## src/rtl/mux_src_pkg.sv

```systemverilog
// Shared definitions for the mux source bank: default geometry of the
// word bank and the scan FSM state encoding.
package mux_src_pkg;

   localparam int WIDTH = 16;
   localparam int DEPTH = 16;
   localparam int SEL_W = 4;

   typedef enum logic [1:0] {
      IDLE = 2'd0,
      SCAN = 2'd1,
      DONE = 2'd2
   } scanState_e;

endpackage

```

## src/rtl/mux_src_scan_fsm.sv

```systemverilog
// Select generator for the mux source bank. In IDLE the select can be
// loaded by hand. A start pulse sweeps it from 0 up to a latched end index,
// honouring stall. A single DONE cycle follows, and then the FSM returns to
// IDLE. The select never wraps, and it keeps the end index after a scan.
module mux_src_scan_fsm
   import mux_src_pkg::*;
#(
   parameter int SelW = SEL_W
) (
   input  logic            clk,
   input  logic            rst_n,
   input  logic            sel_ld,
   input  logic [SelW-1:0] sel_in,
   input  logic            start,
   input  logic [SelW-1:0] scan_end,
   input  logic            stall,
   output logic [SelW-1:0] sel,
   output logic            busy,
   output logic            scan_valid,
   output logic            done
);

   scanState_e      state_q, state_d;
   logic [SelW-1:0] endR_q, endR_d;
   logic [SelW-1:0] sel_q, sel_d;

   // State, latched end index and select; reset can land mid-scan
   always_ff @(posedge clk or negedge rst_n) begin
      if (!rst_n) begin
         state_q <= IDLE;
         endR_q  <= '0;
         sel_q   <= '0;
      end else begin
         state_q <= state_d;
         endR_q  <= endR_d;
         sel_q   <= sel_d;
      end
   end

   // Next state: start beats sel_ld in IDLE, both ignored outside IDLE
   always_comb begin
      state_d = state_q;
      endR_d  = endR_q;
      sel_d   = sel_q;
      case (state_q)
         IDLE: begin
            if (start) begin
               endR_d  = scan_end;
               sel_d   = '0;
               state_d = SCAN;
            end else if (sel_ld) begin
               sel_d = sel_in;
            end
         end
         SCAN: begin
            if (!stall) begin
               if (sel_q == endR_q) begin
                  state_d = DONE;
               end else begin
                  sel_d = sel_q + SelW'(1);
               end
            end
         end
         DONE: begin
            state_d = IDLE;
         end
         default: begin
            state_d = IDLE;
         end
      endcase
   end

   // Status flags decoded purely from the state register
   always_comb begin
      busy       = 1'b0;
      scan_valid = 1'b0;
      done       = 1'b0;
      case (state_q)
         SCAN: begin
            busy       = 1'b1;
            scan_valid = 1'b1;
         end
         DONE: begin
            busy = 1'b1;
            done = 1'b1;
         end
         default: begin
         end
      endcase
   end

   assign sel = sel_q;

endmodule

```

## src/rtl/mux_src_bank.sv

```systemverilog
// Source stage for a 16:1 word multiplexer. It holds DEPTH programmable
// words, presented flat on q_flat, and it instantiates the scan FSM that
// drives the registered select.
// Optional build macro MUX_SRC_BANK_CLEAR_EN adds a clr input. That input
// zeroes every entry, and it wins over a write in the same cycle.
module mux_src_bank #(
   parameter int WIDTH = mux_src_pkg::WIDTH,
   parameter int DEPTH = mux_src_pkg::DEPTH,
   parameter int SEL_W = mux_src_pkg::SEL_W
) (
   input  logic               clk,
   input  logic               rst_n,
   input  logic               we,
   input  logic [SEL_W-1:0]   waddr,
   input  logic [WIDTH-1:0]   wdata,
   input  logic               sel_ld,
   input  logic [SEL_W-1:0]   sel_in,
   input  logic               start,
   input  logic [SEL_W-1:0]   scan_end,
   input  logic               stall,
`ifdef MUX_SRC_BANK_CLEAR_EN
   input  logic               clr,
`endif
   output logic [WIDTH*DEPTH-1:0] q_flat,
   output logic [SEL_W-1:0]   sel,
   output logic               busy,
   output logic               scan_valid,
   output logic               done
);

   logic [WIDTH-1:0] mem_q [DEPTH];
   logic [WIDTH-1:0] mem_d [DEPTH];

   // Next contents of the bank: clear (when built in) beats a write
   always_comb begin
      mem_d = mem_q;
`ifdef MUX_SRC_BANK_CLEAR_EN
      if (clr) begin
         for (int i = 0; i < DEPTH; i++) begin
            mem_d[i] = '0;
         end
      end else if (we) begin
         mem_d[waddr] = wdata;
      end
`else
      if (we) begin
         mem_d[waddr] = wdata;
      end
`endif
   end

   // Bank registers, zeroed asynchronously by reset
   always_ff @(posedge clk or negedge rst_n) begin
      if (!rst_n) begin
         for (int i = 0; i < DEPTH; i++) begin
            mem_q[i] <= '0;
         end
      end else begin
         mem_q <= mem_d;
      end
   end

   // Flatten the bank so that entry i lands on mux input a_i
   always_comb begin
      q_flat = '0;
      for (int i = 0; i < DEPTH; i++) begin
         q_flat[WIDTH*i +: WIDTH] = mem_q[i];
      end
   end

   mux_src_scan_fsm #(
      .SelW(SEL_W)
   ) uScanFsm (
      .clk        (clk),
      .rst_n      (rst_n),
      .sel_ld     (sel_ld),
      .sel_in     (sel_in),
      .start      (start),
      .scan_end   (scan_end),
      .stall      (stall),
      .sel        (sel),
      .busy       (busy),
      .scan_valid (scan_valid),
      .done       (done)
   );

endmodule

```

## config.mk

```make
export PLATFORM = sky130hd
export DESIGN_NAME = mux_src_bank
export DESIGN_NICKNAME = d
export VERILOG_FILES = /design/src/rtl/mux_src_pkg.sv /design/src/rtl/mux_src_scan_fsm.sv /design/src/rtl/mux_src_bank.sv
export SDC_FILE = /design/constraint.sdc
export NUM_CORES = 1
export LEC_CHECK = 0
export ABC_CLOCK_PERIOD_IN_PS = 2440
export CORE_ASPECT_RATIO = 0.6
export CORE_MARGIN = 2
export CORE_UTILIZATION = 48
export CTS_BUF_LIST = sky130_fd_sc_hd__clkbuf_16
export DETAILED_ROUTE_END_ITERATION = 8
export PLACE_DENSITY = 0.8
export REMOVE_ABC_BUFFERS = 1
export SYNTH_ARGS = -nofsm -noshare
export SYNTH_HDL_FRONTEND = slang
export SYNTH_HIERARCHICAL = 1
export SYNTH_SLANG_ARGS = --single-unit
```

## constraint.sdc

```tcl
create_clock -name clk -period 2.44 [get_ports clk]
set_input_delay 0.366 -clock clk [delete_from_list [all_inputs] [get_ports clk]]
set_output_delay 0.366 -clock clk [all_outputs]
set_load 0.03 [all_outputs]
```

==> results.md <==
- Status: finished, final reports clean
- CP max stage delay: 0.73 ns
- Drt total wl: 28200 µm
- Buf/Inv on CP: 2
- RSZ-0062 raised after global routing: no
- Most common cell after layout, fill and taps aside: clkdlybuf4s50_1
- CTS H-tree lvls: 1
- Fillcell total: 1479
- Max_cap viols: 0
- Avg WL per Cell: 22.6 µm
- Core box area: 0.0212 mm²
- Proportion of synthesized area in mux cells: 0.291
- Final setup margin: 0.0944 ns
- CTS tree: built
- Critical R2R Launch: uScanFsm/state_q[0]
- Pre-CTS setup slack: 0.206 ns
- Yosys reg bits: 266
- Worst-Skew Late Latency: 0.51 ns
- Vias in the first global route: 6947
- DR vias/cell: 5.28
- Vias: 6576
- Layout net count: 992
- DIE AREA: 0.0230 mm²
- Overflow after GRT: 0
- Post-Synth Simple-Gate Area: 0.0315
- Hold crit path type: primary input to async pin
- Placed Area: 0.0139 mm²
- Setup_tns: 0 ns
- CP max-delay cell: clkdlybuf4s50_1
- Largest net degree at the start of global routing: 73
- Multi-input combinational cell area: 0.00354 mm²
- IR drop worst, VDD: 598 µV
- Fmax: 426 MHz
- Min Clock Period, post-route: 2.35 ns
- Yosys warns: 6
- Setup CP Type: register to output port
- Crit. End Element: output port
- Post-Synth XOR/XNOR Area: 0.00335
- Post-DP HPWL: 19200 µm
- Internal Power: 10.1 mW
- First-pass GRT wire length: 43300 µm
- Gr usage total: 0.246
- Cells after synthesis: 641
- ANT nets after route: 0
- Worst-Margin Slew: 0.834 ns
- Root Driver: clkbuf_16
- Utilization after layout: 0.689
- Comb pwr share: 0.398
- Initial antenna violation count: 0
- Switching power: 5.70 mW
- DR iter-0 viols: 240
- Most frequent cells in the layout: clkdlybuf4s50_1, dfrtp_1, mux2_2
- Clk pwr share: 0.215
- Leakage Power: 6.35 nW
- Worst Path Max Fanout: 5
- Adder-Cell Fraction of Synth Area: 0.00479
- Rows: 41
- Cell area after synthesis: 0.0105 mm²
- Final period utilization: 0.961
- Layout cells sized above 1: 0.346
- Layout area overhead: 39.6%
- Worst-path clk slew: 0.06 ns
- Power, Total: 15.8 mW
- Relative slew slack: 0.442
- FF/Latch Area: 0.00666 mm²
- Compound-Gate Fraction of Synth Area: 0.00813
- IO Pins: 297
- Fin. Hold Viols: 0
- Critical path startpoint: uScanFsm/state_q[1]
- Max-slew violations: 0
- Pre-antenna DRT Iters: 4
- # port buffers: 296
- Worst setup SP type: register
- # Post-CTS Setup Buffers: 0
- Final Setup Violations: 0
- Switching Share: 0.360
- Largest family of logic cells by synthesized area: multiplexers
- Initial core utilization: 0.494
- Clock Sinks: 266
- Total CTS buffers: 25
- Worst Path Arrival: 1.98 ns
- Flop pwr share: 0.387
- CP Cell Sequence: inv_1 -> ha_1 -> clkdlybuf4s50_1
- Setup Skew: 0.00221 ns
- GPL Wtd Cong: 0.810
- Die height: 118 µm
- Post-synth cell types: 38
- Seq/Total Area, Yosys: 0.636
- Top delay family on crit path: buffers and inverters
- Die Wd: 195 µm
- Critical Path RT: 2.07 ns
- Power Density: 1080 mW/mm²
- Post-route DRC: 0
- Mapped Avg Cell Area: 16.3 µm²
- Fin area: 0.0146 mm²
- CTS Buffer Depth: 3
## final cells by class
| class | instances | share of cell area |
|---|---|---|
| Inverter | 5 | 0.00129 |
| Multi-Input combinational cell | 331 | 0.243 |
| Antenna cell | 1 | 0.000171 |
| Tap cell | 279 | 0.0239 |
| Clock buffer | 25 | 0.0428 |
| Sequential cell | 266 | 0.456 |
| Clock inverter | 13 | 0.00394 |
| Timing Repair Buffer | 325 | 0.229 |
## worst paths after layout
| check | to | slack [ns] | depth (start not counted) |
|---|---|---|---|
| max | scan_valid | 0.09 | 3 |
| min | q_flat[15] | 0.40 | 2 |
| max reg2reg | uScanFsm/sel[0] | 0.46 | 6 |
| min reg2reg | q_flat[34] | 0.50 | 1 |
| max in group asynchronous | q_flat[23] | 1.26 | 3 |
| min in group clk | uScanFsm/endR_q[1] | 0.48 | 2 |
## timing repair
action | 4_1_cts | 5_1_grt
hold endpoints to repair | 67 | 0
hold buffers | 1 | 0
gates resized for setup | 0 | 0
## state kept, by name (all words and copies together) (netlist names)
name / count
uScanFsm/state_q: 2
uScanFsm/endR_q: 4
uScanFsm/sel: 4
q_flat: 256
## per-stage QoR
step	cells	hold slack, ns
final	1245	0.402
after global routing	1244	0.449
after CTS	1244	0.431
after detailed placement	1205	0.379
after global placement	1205	0.379
after floorplan	602	0.0704
## worst register-to-register path, cell delays in order, from the launching register on
cell and delay (ns):
dfrtp_1 0.39, inv_1 0.10, ha_1 0.25, nor3b_1 0.20
a211oi_4 0.43, or4b_1 0.47, nand3_1 0.08
## metal layers
metal  global-route usage  vias up  wire [µm]
met3                0.102       42       2990
met5                    0        -          0
met2                0.368      257      12100
met4               0.0543        0        605
li1                     -     2892          -
met1                0.336     3385      12500
## power by group through the flow
stage / clock (mW) / sequential [mW] / combinational, mW
after floorplan: 0 / 8.15 / 1.42
after global placement: 0 / 6.13 / 6.23
after detailed placement: 0 / 6.18 / 6.30
after CTS: 3.47 / 6.12 / 6.33
after global routing: 3.67 / 6.26 / 6.58
final: 3.40 / 6.12 / 6.30
## kinds of logic after synthesis
group                    count (synthesis)
flip-flops                             266
adder cells (fa/ha/maj)                  4
XOR/XNOR                                 4
buffers and inverters                   44
AND/OR/NAND/NOR                         50
multiplexers                           264
AO/OA/AOI/OAI                            9
## cells in the mapped netlist
| cell type | n | area share |
|---|---|---|
| a2111oi_0 | 1 | 0.00084 |
| a211oi_1 | 1 | 0.00072 |
| a211oi_4 | 1 | 0.0019 |
| a21oi_1 | 1 | 0.00048 |
| a311o_1 | 1 | 0.00096 |
| a41oi_1 | 1 | 0.00084 |
| and2_1 | 2 | 0.0012 |
| and3_1 | 1 | 0.00060 |
| and4_4 | 1 | 0.0011 |
| buf_2 | 10 | 0.0048 |
| buf_4 | 4 | 0.0029 |
| buf_6 | 9 | 0.0097 |
| clkbuf_1 | 16 | 0.0057 |
| dfrtp_1 | 266 | 0.64 |
| ha_1 | 4 | 0.0048 |
| inv_1 | 5 | 0.0018 |
| mux2_2 | 240 | 0.26 |
| mux2_4 | 20 | 0.029 |
| mux2i_1 | 4 | 0.0038 |
| nand2_1 | 2 | 0.00072 |
| nand2_2 | 1 | 0.00060 |
| nand2b_1 | 5 | 0.0030 |
| nand3_1 | 8 | 0.0038 |
| nand3b_2 | 1 | 0.0011 |
| nand3b_4 | 2 | 0.0038 |
| nor2_1 | 9 | 0.0032 |
| nor2_2 | 9 | 0.0054 |
| nor2b_1 | 1 | 0.00060 |
| nor3_1 | 1 | 0.00048 |
| nor3b_1 | 1 | 0.00072 |
| nor3b_4 | 1 | 0.0018 |
| nor4_1 | 1 | 0.00060 |
| o2111ai_1 | 1 | 0.00084 |
| o211ai_1 | 1 | 0.00072 |
| o221ai_1 | 1 | 0.00084 |
| or3_1 | 3 | 0.0018 |
| or4b_1 | 1 | 0.00096 |
| xnor2_1 | 4 | 0.0033 |
(Power assumes the default switching activity.)
